## src/rtl/rf_pkg.sv

```systemverilog
`default_nettype none
// ============================================================================
// Module      : rf_pkg
// Description : Shared widths, write-port priority and popcount helpers for
//               the multi-port register file.
// Revision    : 1.0 - initial release
// ============================================================================
package rf_pkg;

  localparam int DATA_W_DEF = 8;
  localparam int ADDR_W_DEF = 3;
  localparam int POP_MAX_W  = 256;

  // Resolved write hit: any port hits, and whether port 1's data is the one used
  typedef struct packed {
    logic hit;
    logic use1;
  } wr_sel_t;

  // Port 1 takes priority over port 0 when both target the same entry
  function automatic wr_sel_t wr_sel(input logic hit0, input logic hit1);
    wr_sel_t s;
    s.hit  = hit0 | hit1;
    s.use1 = hit1;
    return s;
  endfunction

  // Number of set bits; callers zero-extend narrower vectors
  function automatic int unsigned popcount(input logic [POP_MAX_W-1:0] vec);
    int unsigned cnt;
    cnt = 0;
    for (int k = 0; k < POP_MAX_W; k++) begin
      cnt += 32'(vec[k]);
    end
    return cnt;
  endfunction

endpackage : rf_pkg
`default_nettype wire

```

## src/rtl/rf_read_port.sv

```systemverilog
`default_nettype none
// ============================================================================
// Module      : rf_read_port
// Description : One combinational read port: address decode, write-to-read
//               bypass, zero-register mask and busy lookup.
// Revision    : 1.0 - initial release
// ============================================================================
module rf_read_port
  import rf_pkg::*;
#(
  parameter int DATA_W   = DATA_W_DEF,
  parameter int ADDR_W   = ADDR_W_DEF,
  parameter int BYPASS   = 1,
  parameter int ZERO_REG = 0
) (
  input  logic [ADDR_W-1:0]    rd_addr,
  input  logic [DATA_W-1:0]    mem [2**ADDR_W],
  input  logic [2**ADDR_W-1:0] busy_vec,
  input  logic                 byp_en,
  input  logic                 we0,
  input  logic [ADDR_W-1:0]    wr_addr0,
  input  logic [DATA_W-1:0]    wr_data0,
  input  logic                 we1,
  input  logic [ADDR_W-1:0]    wr_addr1,
  input  logic [DATA_W-1:0]    wr_data1,
  input  logic                 rsv_en,
  input  logic [ADDR_W-1:0]    rsv_addr,
  output logic [DATA_W-1:0]    rd_data,
  output logic                 busy
);

  wr_sel_t w_sel;
  logic    w_byp;
  logic    w_rsv_hit;
  logic    w_zero;

  assign w_sel     = wr_sel(byp_en && we0 && (wr_addr0 == rd_addr),
                            byp_en && we1 && (wr_addr1 == rd_addr));
  assign w_byp     = (BYPASS != 0) && w_sel.hit;
  assign w_rsv_hit = byp_en && rsv_en && (rsv_addr == rd_addr);
  assign w_zero    = (ZERO_REG != 0) && (rd_addr == '0);

  // Data select: zero register first, then in-flight write, then storage
  always_comb begin
    rd_data = mem[rd_addr];
    if (w_zero) begin
      rd_data = '0;
    end else if (w_byp) begin
      rd_data = w_sel.use1 ? wr_data1 : wr_data0;
    end
  end

  // Busy: a bypassed write retires the entry unless a new reserve lands alongside it
  always_comb begin
    busy = busy_vec[rd_addr];
    if (w_zero || (w_byp && !w_rsv_hit)) begin
      busy = 1'b0;
    end
  end

endmodule : rf_read_port
`default_nettype wire

```

## src/rtl/reg_file_mp.sv

```systemverilog
`default_nettype none
// ============================================================================
// Module      : reg_file_mp
// Description : 2-write / 2-read register file with per-entry busy
//               scoreboard and registered busy count.
// Revision    : 1.0 - initial release
// ============================================================================
module reg_file_mp
  import rf_pkg::*;
#(
  parameter int DATA_W   = DATA_W_DEF,
  parameter int ADDR_W   = ADDR_W_DEF,
  parameter int BYPASS   = 1,
  parameter int ZERO_REG = 0
) (
  input  logic              clk,
  input  logic              rst,
  input  logic              we0,
  input  logic [ADDR_W-1:0] wr_addr0,
  input  logic [DATA_W-1:0] wr_data0,
  input  logic              we1,
  input  logic [ADDR_W-1:0] wr_addr1,
  input  logic [DATA_W-1:0] wr_data1,
  input  logic [ADDR_W-1:0] rd_addr1,
  input  logic [ADDR_W-1:0] rd_addr2,
  output logic [DATA_W-1:0] rd_data1,
  output logic [DATA_W-1:0] rd_data2,
  input  logic              rsv_en,
  input  logic [ADDR_W-1:0] rsv_addr,
  output logic              busy1,
  output logic              busy2,
  output logic [ADDR_W:0]   busy_cnt
);

  localparam int DEPTH = 2**ADDR_W;

  logic [DATA_W-1:0] r_mem [DEPTH];
  logic [DEPTH-1:0]  r_busy;
  logic [DEPTH-1:0]  w_busy_next;
  logic [DEPTH-1:0]  w_we;
  logic [DEPTH-1:0]  w_use1;
  logic [ADDR_W:0]   r_busy_cnt;

  // Per-entry write decode and scoreboard next state
  for (genvar i = 0; i < DEPTH; i++) begin : g_entry
    localparam bit IS_ZERO = (ZERO_REG != 0) && (i == 0);
    wr_sel_t w_sel;
    logic    w_rsv;

    assign w_sel     = wr_sel(we0 && (wr_addr0 == ADDR_W'(i)),
                              we1 && (wr_addr1 == ADDR_W'(i)));
    assign w_rsv     = rsv_en && (rsv_addr == ADDR_W'(i));
    assign w_we[i]   = w_sel.hit && !IS_ZERO;
    assign w_use1[i] = w_sel.use1;
    // Reserve outranks a retiring write: it belongs to a newer producer
    assign w_busy_next[i] = IS_ZERO ? 1'b0 :
                            w_rsv   ? 1'b1 :
                            w_sel.hit ? 1'b0 : r_busy[i];
  end

  // Storage array update
  always_ff @(posedge clk or posedge rst) begin
    if (rst) begin
      for (int i = 0; i < DEPTH; i++) begin
        r_mem[i] <= '0;
      end
    end else begin
      for (int i = 0; i < DEPTH; i++) begin
        if (w_we[i]) begin
          r_mem[i] <= w_use1[i] ? wr_data1 : wr_data0;
        end
      end
    end
  end

  // Busy vector and its count, both taken from the same next-state vector
  always_ff @(posedge clk or posedge rst) begin
    if (rst) begin
      r_busy     <= '0;
      r_busy_cnt <= '0;
    end else begin
      r_busy     <= w_busy_next;
      r_busy_cnt <= (ADDR_W+1)'(popcount(POP_MAX_W'(w_busy_next)));
    end
  end

  assign busy_cnt = r_busy_cnt;

  rf_read_port #(
    .DATA_W   (DATA_W),
    .ADDR_W   (ADDR_W),
    .BYPASS   (BYPASS),
    .ZERO_REG (ZERO_REG)
  ) u_rd1 (
    .rd_addr  (rd_addr1),
    .mem      (r_mem),
    .busy_vec (r_busy),
    .byp_en   (!rst),
    .we0      (we0),
    .wr_addr0 (wr_addr0),
    .wr_data0 (wr_data0),
    .we1      (we1),
    .wr_addr1 (wr_addr1),
    .wr_data1 (wr_data1),
    .rsv_en   (rsv_en),
    .rsv_addr (rsv_addr),
    .rd_data  (rd_data1),
    .busy     (busy1)
  );

  rf_read_port #(
    .DATA_W   (DATA_W),
    .ADDR_W   (ADDR_W),
    .BYPASS   (BYPASS),
    .ZERO_REG (ZERO_REG)
  ) u_rd2 (
    .rd_addr  (rd_addr2),
    .mem      (r_mem),
    .busy_vec (r_busy),
    .byp_en   (!rst),
    .we0      (we0),
    .wr_addr0 (wr_addr0),
    .wr_data0 (wr_data0),
    .we1      (we1),
    .wr_addr1 (wr_addr1),
    .wr_data1 (wr_data1),
    .rsv_en   (rsv_en),
    .rsv_addr (rsv_addr),
    .rd_data  (rd_data2),
    .busy     (busy2)
  );

endmodule : reg_file_mp
`default_nettype wire

```

## config.mk

```make
export PLATFORM = sky130hd
export DESIGN_NAME = reg_file_mp
export DESIGN_NICKNAME = d
export VERILOG_FILES = /design/src/rtl/rf_pkg.sv /design/src/rtl/rf_read_port.sv /design/src/rtl/reg_file_mp.sv
export SDC_FILE = /design/constraint.sdc
export NUM_CORES = 1
export LEC_CHECK = 0
export BUFFER_PORTS_ARGS = -buffer_cell sky130_fd_sc_hd__buf_2
export CAP_MARGIN = 10
export CORE_MARGIN = 5
export CORE_UTILIZATION = 40
export CTS_BUF_LIST = sky130_fd_sc_hd__clkbuf_4 sky130_fd_sc_hd__clkbuf_8
export CTS_CLUSTER_DIAMETER = 30
export DETAILED_ROUTE_END_ITERATION = 6
export SLEW_MARGIN = 10
export SYNTH_ARGS = -nofsm -noshare
export SYNTH_HDL_FRONTEND = slang
export SYNTH_SLANG_ARGS = --single-unit
```

## constraint.sdc

```tcl
create_clock -name clk -period 6.4 [get_ports clk]
set_input_delay 0.96 -clock clk [delete_from_list [all_inputs] [get_ports clk]]
set_output_delay 0.96 -clock clk [all_outputs]
set_load 0.005 [all_outputs]
```

==> metrics.md <==
| Metric | Value |
|---|---|
| Status | `finished clean` |
| Routed Antenna Nets | `0` |
| Final cell count without fillers | `733` |
| Clock latency on the worst-skew pair | `about 360 ps` |
| Synthesized flop and latch total | `76` |
| Core box area | `13300 um2` |
| Longest Clk Path Bufs | `2` |
| Final setup viols | `0` |
| Post-CTS Hold Buffers | `0` |
| Wire per inst | `~22 um` |
| Count leader, synth | `mux2i_1` |
| Hold crit path type | `flip-flop to flip-flop` |
| Vias in the first global route | `~4300` |
| Post-layout util | `~46%` |
| Synth async-reset ratio | `100%` |
| VDD IR-drop max | `~180 uV` |
| List of most frequent post-synthesis cells | `82 x mux2i_1, 76 x dfrtp_1, 52 x nand2_1` |
| Post-CTS Resized | `0` |
| Endpoint type of the worst setup path | `flip-flop` |
| Tot Pwr | `~1700 uW` |
| First DRT Iteration DRCs | `between 300 and 400` |
| DP Cell Count | `717` |
| Final Hold Fails | `0` |
| TritonRoute pass-1 iters | `5` |
| Final Cycle Share | `between 60 and 70%` |
| Pleak | `~0.0027 uW` |
| Clock sinks | `76` |
| Largest net degree at the start of global routing | `77` |
| Worst-Margin Slew | `~1100 ps` |
| Post-Syn Area per Cell | `about 10 um2` |
| Post-Syn Nets | `approximately 570` |
| Max cap viols | `0` |
| TritonCTS Buffers | `9` |
| Area of the die | `between 15000 and 20000 um2` |
| # Post-CTS Setup Buffers | `0` |
| Boundary Pins | `between 50 and 60` |
| RSZ-0062 raised after global routing | `false` |
| Worst EP arrival | `~4600 ps` |
| Die width | `127 um` |
| Top FF cell, synth | `dfrtp_1` |
| Row cnt | `42` |
| Initial Util | `between 40% and 50%` |
| # port buffers | `57` |
| Final Routed Wirelength | `roughly 16000 um` |
| Register area share after synthesis | `34.8%` |
| Initial antenna violation count | `0` |
| Power Dens Cells | `271 nW/um2` |
| Total track usage | `a little over a fifth` |
| Top cells by area, synth | `dfrtp_1 35%, mux2i_1 15%, mux4_2 11%, mux4_1 4.8%, nand2_1 3.6%` |
| First-pass GRT wire length | `between 20000 and 30000 um` |
| Total gr overflow | `0` |
| Fillers | `1284` |
| Synthesized area | `roughly 5500 um2` |
| Reg clk slew, reported paths | `80 ps` |
| Slew Limit Fails | `0` |
| EDFF count, synth | `0` |
| CTS tree | `done` |
| Critical path class | `input pin to flip-flop` |
| Dpl cell area | `roughly 5900 um2` |
| Proportion of layout cells with a drive suffix above 1 | `around 25%` |
| Yosys top cell area share | `about a third` |
| Slew Limit Headroom | `between 20% and 30%` |
| DRC violations left | `0` |
| Fin area | `6090 um2` |
| Final #Nets | `between 500 and 600` |
| Vias per cell | `between 5 and 6` |
| Setup TNS Final | `0 ps` |
| Cell count after synthesis | `around 520` |
| H-tree Lvls | `3` |
| Cell taking the most area after synthesis | `dfrtp_1` |
| CP required | `around 6700 ps` |
| Vias | `between 4000 and 5000` |
| Synth unique cells | `35` |
| Ant diodes | `0` |
| Fin crit period | `about 4300 ps` |
| Synthesis warning total | `0` |
| Max Freq | `around 0.23 GHz` |
| Final Skew | `2.85 ps` |
| Clk Tree Root Cell | `clkbuf_8` |
| Critical path launch point type | `input pin` |
| CP max FO | `17` |
| DP Wirelength | `10600 um` |
| Placer Congestion | `approximately 0.84` |
| Chip height | `about 130 um` |
| Area Overhead vs Synth | `11.2%` |
[worst paths after layout]
kind / start / endpoint / slack, ps / depth (start not counted)
hold reg to reg: r_busy[0] / r_busy[0] / 580 / 1
min in group asynchronous: rst / r_mem[47] / 980 / 3
max in group asynchronous: rst / r_busy[4] / 4730 / 3
setup / recovery: wr_addr1[1] / busy_cnt[2] / 2060 / 14
setup reg to reg: r_busy[1] / busy_cnt[2] / 3130 / 13
hold / removal: r_busy[0] / r_busy[0] / 580 / 1
[per-layer routing]
metal / GRT usage (%) / up-vias / share of wire (%)
li1: - / 1943 / -
met1: 29.8 / 2166 / 45
met2: 33.3 / 145 / 48
met3: 3.13 / 25 / 5.2
met4: 6.31 / 0 / 1.9
met5: 0 / - / 0
[worst max-delay path, cell delays in order]
cell and delay (ps):
buf_2 210, nand4b_1 650, nand3_1 330, o21a_1 200, fa_1 420, inv_1 100
fa_1 410, inv_1 90, fa_1 420, inv_1 70, ha_1 160, inv_1 50
fa_1 370, xnor2_1 130
[cells by family after synthesis]
logic type               Yosys count  share of synthesized area (%)
AO/OA/AOI/OAI                     93                           9.01
XOR/XNOR                          19                           3.04
adder cells (fa/ha/maj)            7                           2.15
buffers and inverters             69                           5.94
flip-flops                        76                           34.8
multiplexers                     134                           33.8
AND/OR/NAND/NOR                  125                           11.3
[final cells by class]
cell class / instances / area [um2] / area share [%]
clock inverter: 4 / 70.1 / 1.15
clock buffer: 12 / 165 / 2.71
timing repair buffer: 73 / 405 / 6.66
multi-input combinational: 378 / 3270 / 53.7
inverter: 14 / 52.6 / 0.863
sequential: 76 / 1900 / 31.2
tap: 176 / 220 / 3.62
[power by group]
part | internal [uW] | switching (uW)
Clock | 250 | 186
Combinational | 284 | 258
Sequential | 591 | 82.7
[stage by stage]
step,hold slack [ps],setup WS [ps]
floorplan,501,2240
global placement,533,1780
detailed placement,543,1670
CTS,561,2060
global route,597,1820
finish,577,2060
[cells in the final DEF, fill, tap and decap left out, drive strengths merged]
master  instances
a32oi           1
a22o            1
ha              3
buf            73
nand3           4
nor4            2
mux2i          82
o32ai           2
nor2b           4
nor3            4
dfrtp          76
clkinv          2
xnor2          13
nor2           35
a22oi           1
nand4b          6
xor2            6
o21a            2
a32o            1
nor3b           4
fa              4
bufinv          2
nand2b          8
clkbuf         12
nand2          52
mux2           16
nand4           6
mux4           36
inv            14
a21oi          35
o21ai          50
[flip-flops by register name, summed over array words and instances (netlist names)]
signal	cells
r_mem	64
r_busy	8
busy_cnt	4
No activity file was read; power rests on OpenSTA's default activity.
